## src/rtl/brick_field_engine.sv

```systemverilog
// brick_field_engine: ROWS x COLS brick wall renderer with a once-per-frame ball/brick
// collision scan that clears at most one brick per frame and reports the hit.
module brick_field_engine #(
   parameter int          ROWS       = 4,
   parameter int          COLS       = 8,
   parameter int          BRICK_W_LG = 6,
   parameter int          BRICK_H_LG = 4,
   parameter int          TOP        = 32,
   parameter int          GAP        = 2,
   parameter int          BALL_SIZE  = 8,
   parameter logic [11:0] BRICK_RGB  = 12'hF80,
   parameter logic [11:0] BALL_RGB   = 12'hFFF,
   parameter logic [11:0] BG_RGB     = 12'h000
) (
   input  logic       clock,
   input  logic       reset,
   input  logic       pTick,
   input  logic       videoON,
   input  logic [9:0] pixelX,
   input  logic [9:0] pixelY,
   input  logic       frameTick,
   input  logic [9:0] ballX,
   input  logic [9:0] ballY,
   input  logic       restart,
   output logic [3:0] objRed,
   output logic [3:0] objGreen,
   output logic [3:0] objBlue,
   output logic       hitValid,
   output logic [2:0] hitRow,
   output logic [3:0] hitCol,
   output logic       hitSide,
   output logic [7:0] bricksLeft,
   output logic       levelClear
);
   localparam int N = ROWS * COLS;
   localparam int IW = (N > 1) ? $clog2(N) : 1;
   localparam logic [N-1:0] FULL = '1;
   localparam logic [7:0] N8 = 8'(N);
   localparam logic [BRICK_W_LG-1:0] X_GAP = BRICK_W_LG'((1 << BRICK_W_LG) - GAP);
   localparam logic [BRICK_H_LG-1:0] Y_GAP = BRICK_H_LG'((1 << BRICK_H_LG) - GAP);
   localparam logic [11:0] BW = 12'((1 << BRICK_W_LG) - GAP);
   localparam logic [11:0] BH = 12'((1 << BRICK_H_LG) - GAP);

   typedef enum logic [1:0] {IDLE, SCAN, DONE} state_t;
   state_t state, state_nx;

   logic [N-1:0] alive;
   logic [9:0] dy, prow, pcol;
   logic [10:0] px_end, py_end;
   logic s1_brick, s1_ball, s1_video;
   logic [IW-1:0] s1_idx;
   logic [11:0] rgb;

   assign dy = pixelY - 10'(TOP);
   assign prow = dy >> BRICK_H_LG;
   assign pcol = pixelX >> BRICK_W_LG;
   assign px_end = {1'b0, ballX} + 11'(BALL_SIZE);
   assign py_end = {1'b0, ballY} + 11'(BALL_SIZE);
   assign {objRed, objGreen, objBlue} = rgb;

   // Two-stage render pipe, advancing only on pixel ticks
   always_ff @(posedge clock or negedge reset)
      if (!reset) begin
         s1_brick <= 1'b0;
         s1_ball  <= 1'b0;
         s1_video <= 1'b0;
         s1_idx   <= '0;
         rgb      <= '0;
      end else if (pTick) begin
         s1_brick <= pixelY >= 10'(TOP) && prow < 10'(ROWS) && pcol < 10'(COLS)
                     && pixelX[BRICK_W_LG-1:0] < X_GAP && dy[BRICK_H_LG-1:0] < Y_GAP;
         s1_ball  <= pixelX >= ballX && {1'b0, pixelX} < px_end
                     && pixelY >= ballY && {1'b0, pixelY} < py_end;
         s1_video <= videoON;
         s1_idx   <= IW'(prow * 10'(COLS) + pcol);
         rgb      <= !s1_video ? 12'h000 : s1_ball ? BALL_RGB
                     : (s1_brick && alive[s1_idx]) ? BRICK_RGB : BG_RGB;
      end

   logic [2:0] scan_row;
   logic [3:0] scan_col;
   logic [IW-1:0] scan_idx;
   logic [11:0] x0, x1, y0, y1, bx0, bx1, by0, by1, ox, oy;
   logic overlap, hit, last;

   assign x0 = 12'(scan_col) << BRICK_W_LG;
   assign y0 = 12'(TOP) + (12'(scan_row) << BRICK_H_LG);
   assign x1 = x0 + BW;
   assign y1 = y0 + BH;
   assign bx0 = {2'b00, ballX};
   assign by0 = {2'b00, ballY};
   assign bx1 = bx0 + 12'(BALL_SIZE);
   assign by1 = by0 + 12'(BALL_SIZE);
   assign overlap = bx0 < x1 && x0 < bx1 && by0 < y1 && y0 < by1;
   assign ox = (bx1 < x1 ? bx1 : x1) - (bx0 > x0 ? bx0 : x0);
   assign oy = (by1 < y1 ? by1 : y1) - (by0 > y0 ? by0 : y0);
   assign last = scan_idx == IW'(N - 1);

   always_ff @(posedge clock or negedge reset)
      if (!reset) state <= IDLE;
      else state <= restart ? IDLE : state_nx;

   always_comb begin
      hit = state == SCAN && alive[scan_idx] && overlap;
      state_nx = (state == IDLE && frameTick) ? SCAN
               : (state == SCAN && (hit || last)) ? DONE
               : (state == DONE) ? IDLE : state;
   end

   // Restart wins over a hit landing in the same clock
   always_ff @(posedge clock or negedge reset)
      if (!reset) begin
         alive      <= FULL;
         bricksLeft <= N8;
         hitValid   <= 1'b0;
         hitRow     <= '0;
         hitCol     <= '0;
         hitSide    <= 1'b0;
         levelClear <= 1'b0;
         scan_row   <= '0;
         scan_col   <= '0;
         scan_idx   <= '0;
      end else begin
         levelClear <= bricksLeft == '0;
         hitValid   <= hit && !restart;
         if (restart) begin
            alive      <= FULL;
            bricksLeft <= N8;
         end else if (hit) begin
            alive[scan_idx] <= 1'b0;
            bricksLeft      <= bricksLeft - 8'd1;
            hitRow          <= scan_row;
            hitCol          <= scan_col;
            hitSide         <= ox < oy;
         end
         if (state != SCAN) begin
            scan_row <= '0;
            scan_col <= '0;
            scan_idx <= '0;
         end else begin
            scan_idx <= scan_idx + 1'b1;
            scan_col <= (scan_col == 4'(COLS - 1)) ? 4'd0 : scan_col + 4'd1;
            scan_row <= (scan_col == 4'(COLS - 1)) ? scan_row + 3'd1 : scan_row;
         end
      end
endmodule

```

## config.mk

```make
export PLATFORM = sky130hd
export DESIGN_NAME = brick_field_engine
export DESIGN_NICKNAME = d
export VERILOG_FILES = /design/src/rtl/brick_field_engine.sv
export SDC_FILE = /design/constraint.sdc
export NUM_CORES = 1
export LEC_CHECK = 0
export CAP_MARGIN = 10
export CORE_UTILIZATION = 31
export DETAILED_ROUTE_END_ITERATION = 6
export PLACE_DENSITY_LB_ADDON = 0.2
export SETUP_SLACK_MARGIN = 0.2
export SLEW_MARGIN = 20
export SYNTH_ARGS = -nofsm -noshare
export SYNTH_HDL_FRONTEND = slang
export SYNTH_SLANG_ARGS = --single-unit
```

## constraint.sdc

```tcl
create_clock -name clock -period 5.8 [get_ports clock]
set_input_delay 0.87 -clock clock [delete_from_list [all_inputs] [get_ports clock]]
set_output_delay 0.87 -clock clock [all_outputs]
set_load 0.05 [all_outputs]
```

# Word level (Yosys, flattened, before mapping)
# Cells that the tools add are included.
op_classes:
  addsub: 15
  order_cmp: 21
  eq_ne: 5
  muxes: 26
  bitwise: 3
  reduce_logical: 25
op_table:
  columns: ["cell", "n"]
  rows:
  - ["$mux W32", 2]
  - ["$add A10 B4 Y11 const B", 4]
  - ["$lt A10 B11 Y1", 4]
  - ["$mux W12", 3]
  - ["$and A32 B32 Y32", 1]
  - ["$not A32 Y32", 1]
  - ["$sub A11 B10 Y12", 2]
  - ["$mux W11", 2]
  - ["$ge A10 B10 Y1", 2]
  - ["$mux W10", 2]
  - ["$logic_and A1 B1 Y1", 17]
  - ["$mux W8", 2]
  - ["$lt A12 B12 Y1", 1]
  - ["$lt A5 B6 Y1 const B", 2]
  - ["$add A10 B6 Y11 const B", 1]
  - ["$lt A11 B11 Y1", 1]
  - ["$lt A11 B9 Y1", 1]
  - ["$lt A8 B11 Y1", 1]
  - ["$bmux W1 S5", 2]
  - ["$ge A10 B6 Y1 const B", 1]
  - ["$gt A10 B10 Y1", 1]
  - ["$gt A10 B8 Y1", 1]
  - ["$lt A10 B9 Y1", 1]
  - ["$sub A10 B6 Y10 const B", 1]
  - ["30 further kinds", 39]
totals:
  reg_bits: 84
  in_bits: 46

# Depth between registers and ports, before layout
# Gate-level depths: netlist of the first run.
logic_depth:
  ltp_word: 11
  mapped_depth: 26
  ltp_nobuf: 26

# Worst setup path before layout of the first run
# OpenSTA, ideal clock, no wires.
synth_timing:
  path_kind: "input port to flip-flop"
  start: "in ballY[5]"
  end: "reg hitSide"
  setup_ps: 83
  arrival_ps: 4855
  required_time_ps: 5717
  path_slack_ps: 863
  cell_stages: 26
  path_cell_list: "clkbuf_1 > nand3_1 > xnor2_1 > ha_1 > inv_1 > o22ai_1 > nand2_1 > nand3b_1 > inv_1 > nand2_1 > ha_1 > inv_1 > fa_1 > a21o_1 > a21oi_1 > o21ai_0 > and2_1 > o21ai_0 > nand2b_1 > a21oi_1 > xor2_1 > ha_1 > o211a_1 > a221oi_1 > o211ai_1 > o21ai_0"
synth_between:
  elab_chain_cells: 5
  elab_cells_between_ends: 13
  cone_classes: "add/sub (2); order compare (5); mux (2); reduce/logical (4)"
synth_lines:
  columns: ["element", "line", "source"]
  rows:
  - ["start: declaration", "23", "input logic [9:0] ballY,"]
  - ["$add A10 B4 Y11 or $lt A10 B9 Y1 (tied branches)", "93, 94", null]
  - ["$lt A11 B9 Y1, or another cell as far along", "96", "assign oy = (by1 < y1 ? by1 : y1) - (by0 > y0 ? by0 : y0);"]
  - ["$mux W11 or $logic_and A1 B1 Y1 (tied branches)", "96, 94", null]
  - ["$sub A11 B10 Y12 or $logic_and A1 B1 Y1 (tied branches)", "96, 104", null]
  - ["$lt A12 B12 Y1 or $reduce_and A2 Y1 (tied branches)", null, null]
  - ["end signal: assignment", "134", "hitSide <= ox < oy;"]
  - ["end: declaration", "31", "output logic hitSide,"]
# Several ways; a longest one is shown, not always the timed one.
# A chain may end at the register's enable or synchronous reset.

# Worst setup path in the final report of the first run
layout_timing:
  start: "in ballX[4]"
  end: "reg hitSide"
layout_between:
  elab_chain_cells: 7
  elab_cells_between_ends: 14
  cone_classes: "add/sub (2); order compare (5); mux (2); reduce/logical (5)"
layout_lines:
  columns: ["element", "line", "source"]
  rows:
  - ["start: declaration", "22", "input logic [9:0] ballX,"]
  - ["branches (longest 7 deep; another with $sub A11 B10 Y12)", null, null]
# Several ways; the timed one is not identified.

==> flow_summary.json, run 1 <==
{
  "regToRegEndpoint": "hitSide",
  "clk_pin_slew_worst_paths_ns": 0.06,
  "critPathCaptureType": "flip-flop",
  "synth_edf_count": 0,
  "synth_top_flop_cell": "dfrtp_1",
  "fin_crit_ns": 5.18,
  "wl_mm": 17.5,
  "ir_drop_mv": 0.122,
  "power_density_nw_per_um2": 189,
  "die_h_microns": 150,
  "setup_violations": 0,
  "seq_area_frac_synth_pct": 27.9,
  "leakagePower_uw": 0.00357,
  "maxSlewViolCount": 0,
  "globalplace.congestion": 0.849,
  "coreArea_sq_um": 21300,
  "yosysWarnings": 0,
  "clock_path_buffers": 2,
  "setup_ws_ns": 0.623,
  "r2r_slack_ns": 0.89,
  "hpwl_mm": 13.8,
  "worst_ep_arrival_time_ns": 5.43,
  "maxClockFrequency_ghz": 0.193,
  "synthCells": 730,
  "fin_crit_sh_pct": 89.3,
  "rsz0062_at_grt": "false",
  "min_from": "alive[28]",
  "dp_cells": 1071,
  "dieArea_sq_um": 22500,
  "dpl_cell_area_sq_um": 7880,
  "clock-sinks": 74,
  "rows": 53,
  "start_util_pct": 31.9,
  "final_common_cell": "ha_1",
  "final_cell_mix": "ha_1, clkdlybuf4s50_1, inv_1",
  "critPathRequiredTime_ns": 6.05,
  "vias": 5505,
  "postSynth.asyncResetShare_pct": 100,
  "insertedDiodeCount": 0,
  "grt_start_max_net_pins": 75,
  "min_path_type": "flip-flop to flip-flop",
  "htree_levels": 3,
  "synth_area_per_cell_sq_um": 9.31,
  "nets": 960,
  "reg2reg_from": "scan_row[1]",
  "crit_slowest_cell": "clkdlybuf4s50_1",
  "worst_slew_pin_slew_ns": 0.943,
  "start_kind": "primary input",
  "holdBufCountCts": 0,
  "cts_root_buf": "clkbuf_16",
  "pre_cts_ws_ns": 0.0919,
  "final_area_sq_um": 8200,
  "layout-drive-gt1-share_pct": 13.2,
  "die_w_microns": 150,
  "synth.distinct_cells": 62,
  "path_class": "primary input to flip-flop",
  "grt.total_usage_pct": 16.2,
  "cp_max_fo": 5,
  "status": "completed",
  "grt_pass1_vias": 5255,
  "synth_seq_cells": 74,
  "grt_pass1_wl_mm": 28.2,
  "whs_path_depth": 2,
  "detailedRoute.firstIterationViolations": 251,
  "fin_tns_setup_ns": 0,
  "drc": 0,
  "syn_area_sq_um": 6790,
  "gr-total-overflow": 0,
  "clk_latency_ns": 0.33,
  "io_buffers": 75,
  "holdWs_ns": 0.488,
  "cts_made_buffers": 9,
  "drtPass1Iterations": 4,
  "cap_violations": 0,
  "hold_end": "alive[28]",
  "rr_worst_depth": 24,
  "hold_viol_final": 0,
  "grt_antenna_before_repair": 0,
  "tritoncts": "built",
  "area_growth_pct": 20.7,
  "avgViaCountPerCell": 5.06,
  "fin_skew_ns": 0.00932,
  "path_cells": "clkdlybuf4s50_1, ha_1, and2_1, nand4_1, xnor2_1, inv_1, ha_1, a21oi_1, o211ai_1, buf_4, nor2_1, a21oi_1, ha_1, or2_2, o31ai_1, a31o_2, o21bai_1, a21o_1, xor2_1, ha_1, o211a_1, a221oi_2, o211ai_1, o21ai_0",
  "cp_common_cell": "ha_1",
  "ant_nets": 0,
  "ios": 76,
  "slew_headroom_pct": 37.1,
  "fin_cells": 1088,
  "routedWlPerCell_microns": 16.1,
  "slowest_delay_ns": 0.56
}
-- logic make-up (layout without fill, tap and decap cells) --
kind of cell,count (synthesis),count (layout),synth area share [%]
fa+ha+maj,106,106,19.6
other cells,1,2,0.0552
simple gates,204,204,15.8
mux,45,45,10.6
buf+inv,96,178,6.06
flops,74,74,27.9
compound gates,168,168,15.4
xor+xnor,36,36,4.64
-- Yosys cell counts, types with 4 or more instances --
master	instances	area (sq um)
a21o_1	16	120
nand2_1	49	184
and3_1	4	25.0
mux2i_1	11	110
nor2_1	32	120
or3_1	4	25.0
xnor2_1	23	201
dfrtp_1	41	1030
and2_1	9	56.3
nand3b_1	7	52.6
mux2_1	7	78.8
nor2b_1	8	50.1
buf_4	11	82.6
a31oi_1	6	37.5
o21ai_0	63	315
dfstp_2	33	867
inv_1	65	244
clkbuf_1	17	63.8
mux2_2	7	78.8
a21oi_1	38	190
xor2_1	13	114
ha_1	105	1310
o211ai_1	6	45.0
nor3_1	10	50.1
nand4_1	9	56.3
mux4_2	19	428
nand2b_1	41	257
nand3_1	18	90.1
-- worst max-delay path, delay by kind of cell --
family | cells | cell delay (ns)
compound gates | 11 | 1.51
fa+ha+maj | 4 | 1.17
xor+xnor | 2 | 0.34
buf+inv | 3 | 0.80
simple gates | 4 | 0.73
-- where the power goes --
| group | switching, uW | leakage (uW) | internal [uW] |
|---|---|---|---|
| Clock | 208 | 0.000142 | 326 |
| Combinational | 247 | 0.00253 | 219 |
| Sequential | 23.2 | 0.000898 | 529 |
-- state kept, by name, indices dropped and copies added (netlist names), 2 cells and up --
signal / count
state: 2
s1_idx: 5
alive: 32
scan_idx: 5
rgb: 2
scan_col: 4
bricksLeft: 8
scan_row: 3
hitCol: 4
hitRow: 3
-- through the flow --
stage | total power, uW | utilization (%)
floorplan | 863 | -
global placement | 1020 | 37.0
detailed placement | 1020 | 37.0
CTS | 1560 | 38.4
global route | 1650 | 38.5
finish | 1550 | 38.5
-- layout make-up --
type,count,area [sq um]
Clock buffer,14,275
Sequential cell,74,1890
Clock inverter,2,10.0
Multi-Input combinational cell,561,4500
Fill cell,2138,13100
Tap cell,275,344
Inverter,65,244
Timing Repair Buffer,97,933
-- layer usage --
layer | vias to the layer above | GRT usage [%] | wire (microns)
met5 | - | 0 | 0
met4 | 0 | 3.28 | 178
met3 | 17 | 2.71 | 791
met2 | 110 | 24.8 | 7740
met1 | 2622 | 23.8 | 8790
li1 | 2756 | - | -
-- repair_timing --
| item | 4_1_cts | 5_1_grt |
|---|---|---|
| setup buffers | 0 | 1 |
| resized for setup | 0 | 6 |
| setup endpoints to repair | 0 | 1 |
-- worst max path at each step --
stage	cells after the start	start	end
after floorplan	26	ballY[5]	hitSide
after global placement	27	ballY[3]	hitSide
after detailed placement	26	ballY[4]	hitSide
after CTS	26	ballY[4]	hitSide
after global routing	24	ballX[4]	hitSide
final	24	ballX[4]	hitSide
Note: power is estimated with default switching activity, not from simulation.
==> run 2, diff against run 1 <==
==> constraint.sdc (replaced) <==
create_clock -name clock -period 5.8 [get_ports clock]
set_input_delay 1.45 -clock clock [delete_from_list [all_inputs] [get_ports clock]]
set_output_delay 1.45 -clock clock [all_outputs]
set_load 0.05 [all_outputs]
==> flow_summary.json, run 2 (synthesis results as in run 1) <==
{
  "critPathCaptureType": "flip-flop",
  "clock_path_buffers": 2,
  "rsz0062_at_grt": "false",
  "path_buf_inv": 3,
  "rows": 53,
  "detailedRoute.firstIterationViolations": 233,
  "coreArea_sq_um": 21300,
  "io_buffers": 75,
  "worst_ep_arrival_time_ns": 5.52,
  "top_regs": "alive (32), bricksLeft (8)",
  "nets": 1028,
  "fin_crit_ns": 5.26,
  "htree_levels": 3,
  "path_depth": 24,
  "power_density_nw_per_um2": 190,
  "drtPass1Iterations": 4,
  "leakagePower_uw": 0.00396,
  "clk_pin_slew_worst_paths_ns": 0.06,
  "fin_crit_sh_pct": 90.7,
  "start_kind": "primary input",
  "power.total_uw": 1680,
  "grt_pass1_wl_mm": 29.8,
  "globalplace.congestion": 0.841,
  "largest_reg_flops": 32,
  "maxClockFrequency_ghz": 0.190,
  "n_fill_cell": 2092,
  "die_h_microns": 150,
  "slowest_delay_ns": 0.31,
  "ant_nets": 0,
  "final_cell_mix": "ha_1, buf_4, inv_1, clkdlybuf4s50_1, o21ai_0",
  "setup_violations": 0,
  "gr-total-overflow": 0,
  "clock-sinks": 74,
  "tritoncts": "built",
  "clk_latency_ns": 0.33,
  "path_cells": "clkdlybuf4s15_1, ha_2, and2_4, nand4_1, xnor2_2, inv_1, ha_4, nand3_1, o211ai_1, buf_4, nor2_1, a21oi_1, ha_1, or2_2, o31ai_1, a31o_2, o21bai_1, a21o_1, xor2_1, ha_1, o211a_1, a221oi_2, o211ai_1, o21ai_0",
  "slew_headroom_pct": 36.2,
  "vias": 5702,
  "rr_worst_depth": 24,
  "avgViaCountPerCell": 4.93,
  "path_class": "primary input to flip-flop",
  "utilization_pct": 41.6,
  "dieArea_sq_um": 22500,
  "top_register": "alive",
  "status": "completed",
  "hpwl_mm": 14.5,
  "worst_slew_pin_slew_ns": 0.956,
  "critical_path.startpoint": "ballX[3]",
  "hold_viol_final": 0,
  "crit_slowest_cell": "ha_1",
  "dpl_cell_area_sq_um": 8360,
  "crit_family": "compound AO/OA/AOI/OAI gates",
  "r2r_slack_ns": 1.14,
  "insertedDiodeCount": 0,
  "ir_drop_mv": 0.161,
  "holdBufCountCts": 0,
  "reg2reg_from": "scan_row[1]",
  "die_w_microns": 150,
  "regToRegEndpoint": "hitSide",
  "critPathRequiredTime_ns": 6.05,
  "cap_violations": 0,
  "fin_skew_ns": 0.00861,
  "regArea_sq_um": 1890,
  "cp_max_fo": 4,
  "wl_mm": 18.4,
  "final_area_sq_um": 8840,
  "layout-drive-gt1-share_pct": 22.9,
  "grt_antenna_before_repair": 0,
  "maxSlewViolCount": 0,
  "endpoint": "hitSide",
  "grt_pass1_vias": 5645,
  "pre_cts_ws_ns": -0.489,
  "routedWlPerCell_microns": 15.9,
  "area_growth_pct": 30.2,
  "cts_root_buf": "clkbuf_16",
  "start_util_pct": 31.9,
  "grt.total_usage_pct": 16.9,
  "whs_path_depth": 2,
  "multi_input_area_sq_um": 4610,
  "final_common_cell": "ha_1",
  "ios": 76,
  "grt_start_max_net_pins": 75,
  "cts_made_buffers": 9,
  "setup_ws_ns": 0.537,
  "min_path_type": "flip-flop to flip-flop",
  "drc": 0
}
run 2: cell count changes in the layout (fill, tap and decap cells not counted), moves of 4 or more:
cell             delta
a21oi_1             -5
buf_4              +68
ha_1                -5
a21oi_2             +5
clkdlybuf4s50_1     -8
o21ai_0             -4
run 2: worst min-delay path, cell delays in order, from the launching register on:
cell and delay (ns):
dfstp_2 0.37, o21ai_0 0.06, nand2b_1 0.05
run 2: worst min-delay path by stage:
stage / to / startpoint
final: alive[4] / alive[4]
after global routing: alive[28] / alive[28]
after CTS: alive[7] / alive[7]
after detailed placement: alive[23] / alive[23]
after global placement: hitCol[0] / hitCol[0]
after floorplan: alive[14] / alive[14]
run 2: per-layer routing:
metal	wire length [microns]	part of all wire, %	vias to the layer above	global-route usage (%)
met1	9260	50	2699	24.4
li1	-	-	2896	-
met5	0	0	-	0
met3	694	3.8	13	2.38
met2	8210	45	94	26.7
met4	215	1.2	0	3.74
run 2: per-stage QoR:
step / instances / TNS (ns) / hold slack (ns)
detailed placement: 1135 / -0.489 / 0.479
global route: 1156 / 0 / 0.507
finish: 1156 / 0 / 0.487
floorplan: 731 / 0 / 0.465
global placement: 1135 / -0.311 / 0.469
CTS: 1153 / 0 / 0.491
run 2: area by class of cell:
cell class	instances	share of cell area, %
clock buffers	13	3.18
flip-flops and latches	74	21.4
multi-input cells	561	52.1
clock inverters	3	0.495
inverters	65	2.76
well taps	275	3.89
repair buffers	165	16.1
run 2: where the power goes:
group / internal [uW] / switching (uW)
Clock: 383 / 215
Combinational: 264 / 262
Sequential: 529 / 23.5
run 2: what timing repair did:
action,CTS,global route
buffers inserted,2,3
pin swaps,2,14
resized for setup,13,37
setup endpoints to repair,1,1
gates cloned,0,0
==> run 3, diff against run 2 <==
--- a/config.mk
+++ b/config.mk
@@ -5,7 +5,8 @@
 export SDC_FILE = /design/constraint.sdc
 export NUM_CORES = 1
 export LEC_CHECK = 0
-export CAP_MARGIN = 10
+export CAP_MARGIN = 20
+export CORE_ASPECT_RATIO = 1.1
 export CORE_UTILIZATION = 31
 export DETAILED_ROUTE_END_ITERATION = 6
 export PLACE_DENSITY_LB_ADDON = 0.2
==> flow_summary.json, run 3 (synthesis results as in run 1) <==
{
  "top_regs": "alive (32), bricksLeft (8)",
  "min_path_type": "flip-flop to flip-flop",
  "detailedRoute.firstIterationViolations": 261,
  "grt_antenna_before_repair": 0,
  "dpl_cell_area_sq_um": 8380,
  "htree_levels": 3,
  "wl_mm": 18.4,
  "worst_ep_arrival_time_ns": 5.58,
  "dieArea_sq_um": 22500,
  "start_util_pct": 31.7,
  "routedWlPerCell_microns": 15.7,
  "hold_viol_final": 0,
  "fin_crit_ns": 5.33,
  "rsz0062_at_grt": "false",
  "ir_drop_mv": 0.117,
  "status": "completed",
  "gr-total-overflow": 0,
  "final_common_cell": "ha_1",
  "grt.total_usage_pct": 16.8,
  "worst_slew_pin_slew_ns": 0.964,
  "critPathCaptureType": "flip-flop",
  "cap_violations": 0,
  "path_class": "primary input to flip-flop",
  "drtPass1Iterations": 4,
  "cp_max_fo": 6,
  "start_kind": "primary input",
  "cts_made_buffers": 9,
  "area_growth_pct": 30.0,
  "fin_crit_sh_pct": 91.9,
  "ios": 76,
  "insertedDiodeCount": 0,
  "power.total_uw": 1650,
  "clock-sinks": 74,
  "die_h_microns": 157,
  "maxSlewViolCount": 0,
  "die_w_microns": 143,
  "coreArea_sq_um": 21400,
  "nets": 1027,
  "clk_pin_slew_worst_paths_ns": 0.06,
  "cts_root_buf": "clkbuf_16",
  "largest_reg_flops": 32,
  "power_density_nw_per_um2": 187,
  "utilization_pct": 41.2,
  "globalplace.congestion": 0.888,
  "holdWs_ns": 0.486,
  "fin_skew_ns": 0.0111,
  "setup_violations": 0,
  "leakagePower_uw": 0.00394,
  "setup_ws_ns": 0.469,
  "layout-drive-gt1-share_pct": 22.7,
  "ant_nets": 0,
  "n_fill_cell": 2206,
  "drc": 0,
  "tritoncts": "built",
  "rows": 56,
  "avgViaCountPerCell": 4.91,
  "slew_headroom_pct": 35.7,
  "vias": 5744,
  "holdBufCountCts": 0,
  "maxClockFrequency_ghz": 0.188,
  "pre_cts_ws_ns": -0.423,
  "final_area_sq_um": 8830,
  "clock_path_buffers": 2,
  "critPathRequiredTime_ns": 6.05,
  "clk_latency_ns": 0.33,
  "hpwl_mm": 14.4,
  "io_buffers": 75,
  "final_cell_mix": "ha_1, buf_4, clkdlybuf4s50_1",
  "grt_pass1_vias": 5800,
  "grt_start_max_net_pins": 75,
  "grt_pass1_wl_mm": 29.3,
  "top_register": "alive"
}
run 3: layout make-up:
class	count	area [sq um]	share of cell area, %
inverter	65	244	2.76
timing repair buffer	164	1420	16.0
clock buffer	14	274	3.10
tap	290	363	4.11
multi-input combinational	561	4600	52.1
clock inverter	2	35.0	0.397
sequential	74	1890	21.4
run 3: final timing paths:
kind	start	to	slack, ns	cells past startpoint
setup reg to reg	scan_row[1]	hitSide	1.11	24
min in group asynchronous	reset	levelClear	1.25	1
setup / recovery	ballY[7]	hitSide	0.47	23
hold reg to reg	hitCol[0]	hitCol[0]	0.49	1
hold / removal	hitCol[0]	hitCol[0]	0.49	1
max in group asynchronous	reset	hitCol[3]	3.91	1
run 3: per-stage QoR:
stage,instances,TNS [ns]
after floorplan,731,0
after global placement,1150,-0.346
after detailed placement,1150,-0.423
after CTS,1168,0
after global routing,1170,0
final,1170,0
run 3: layer usage:
layer / up-vias / wire [microns] / GRT usage [%]
met5: - / 0 / 0
met4: 0 / 193 / 4.15
met3: 13 / 482 / 2.07
met2: 78 / 8940 / 29.1
met1: 2766 / 8780 / 22.1
li1: 2887 / - / -
run 3: worst max-delay path, cell delays in order:
cell and delay [ns]:
clkdlybuf4s50_1 0.46, ha_1 0.34, nand4_1 0.15, o21ai_2 0.17, o21a_1 0.18, buf_4 0.16, and2_1 0.14, ha_1 0.15
inv_1 0.05, fa_1 0.39, a21o_1 0.18, a21oi_2 0.14, o21ai_0 0.08, and2_1 0.17, o21ai_2 0.13, nand2b_1 0.08
a21oi_2 0.17, xor2_1 0.18, ha_1 0.25, o211a_1 0.12, a221oi_2 0.24, o211ai_1 0.12, o21ai_0 0.08
run 3: timing repair:
item / CTS / global route
resized for setup: 12 / 33
pin swaps: 2 / 12
setup buffers: 2 / 2
setup endpoints to repair: 1 / 1
run 3: power by group:
part	total, uW	leakage (uW)	internal [uW]	switching, uW
logic	525	0.00289	263	262
registers	552	0.000898	529	23.2
clock network	570	0.000153	368	202
total	1650	0.00394	1160	487
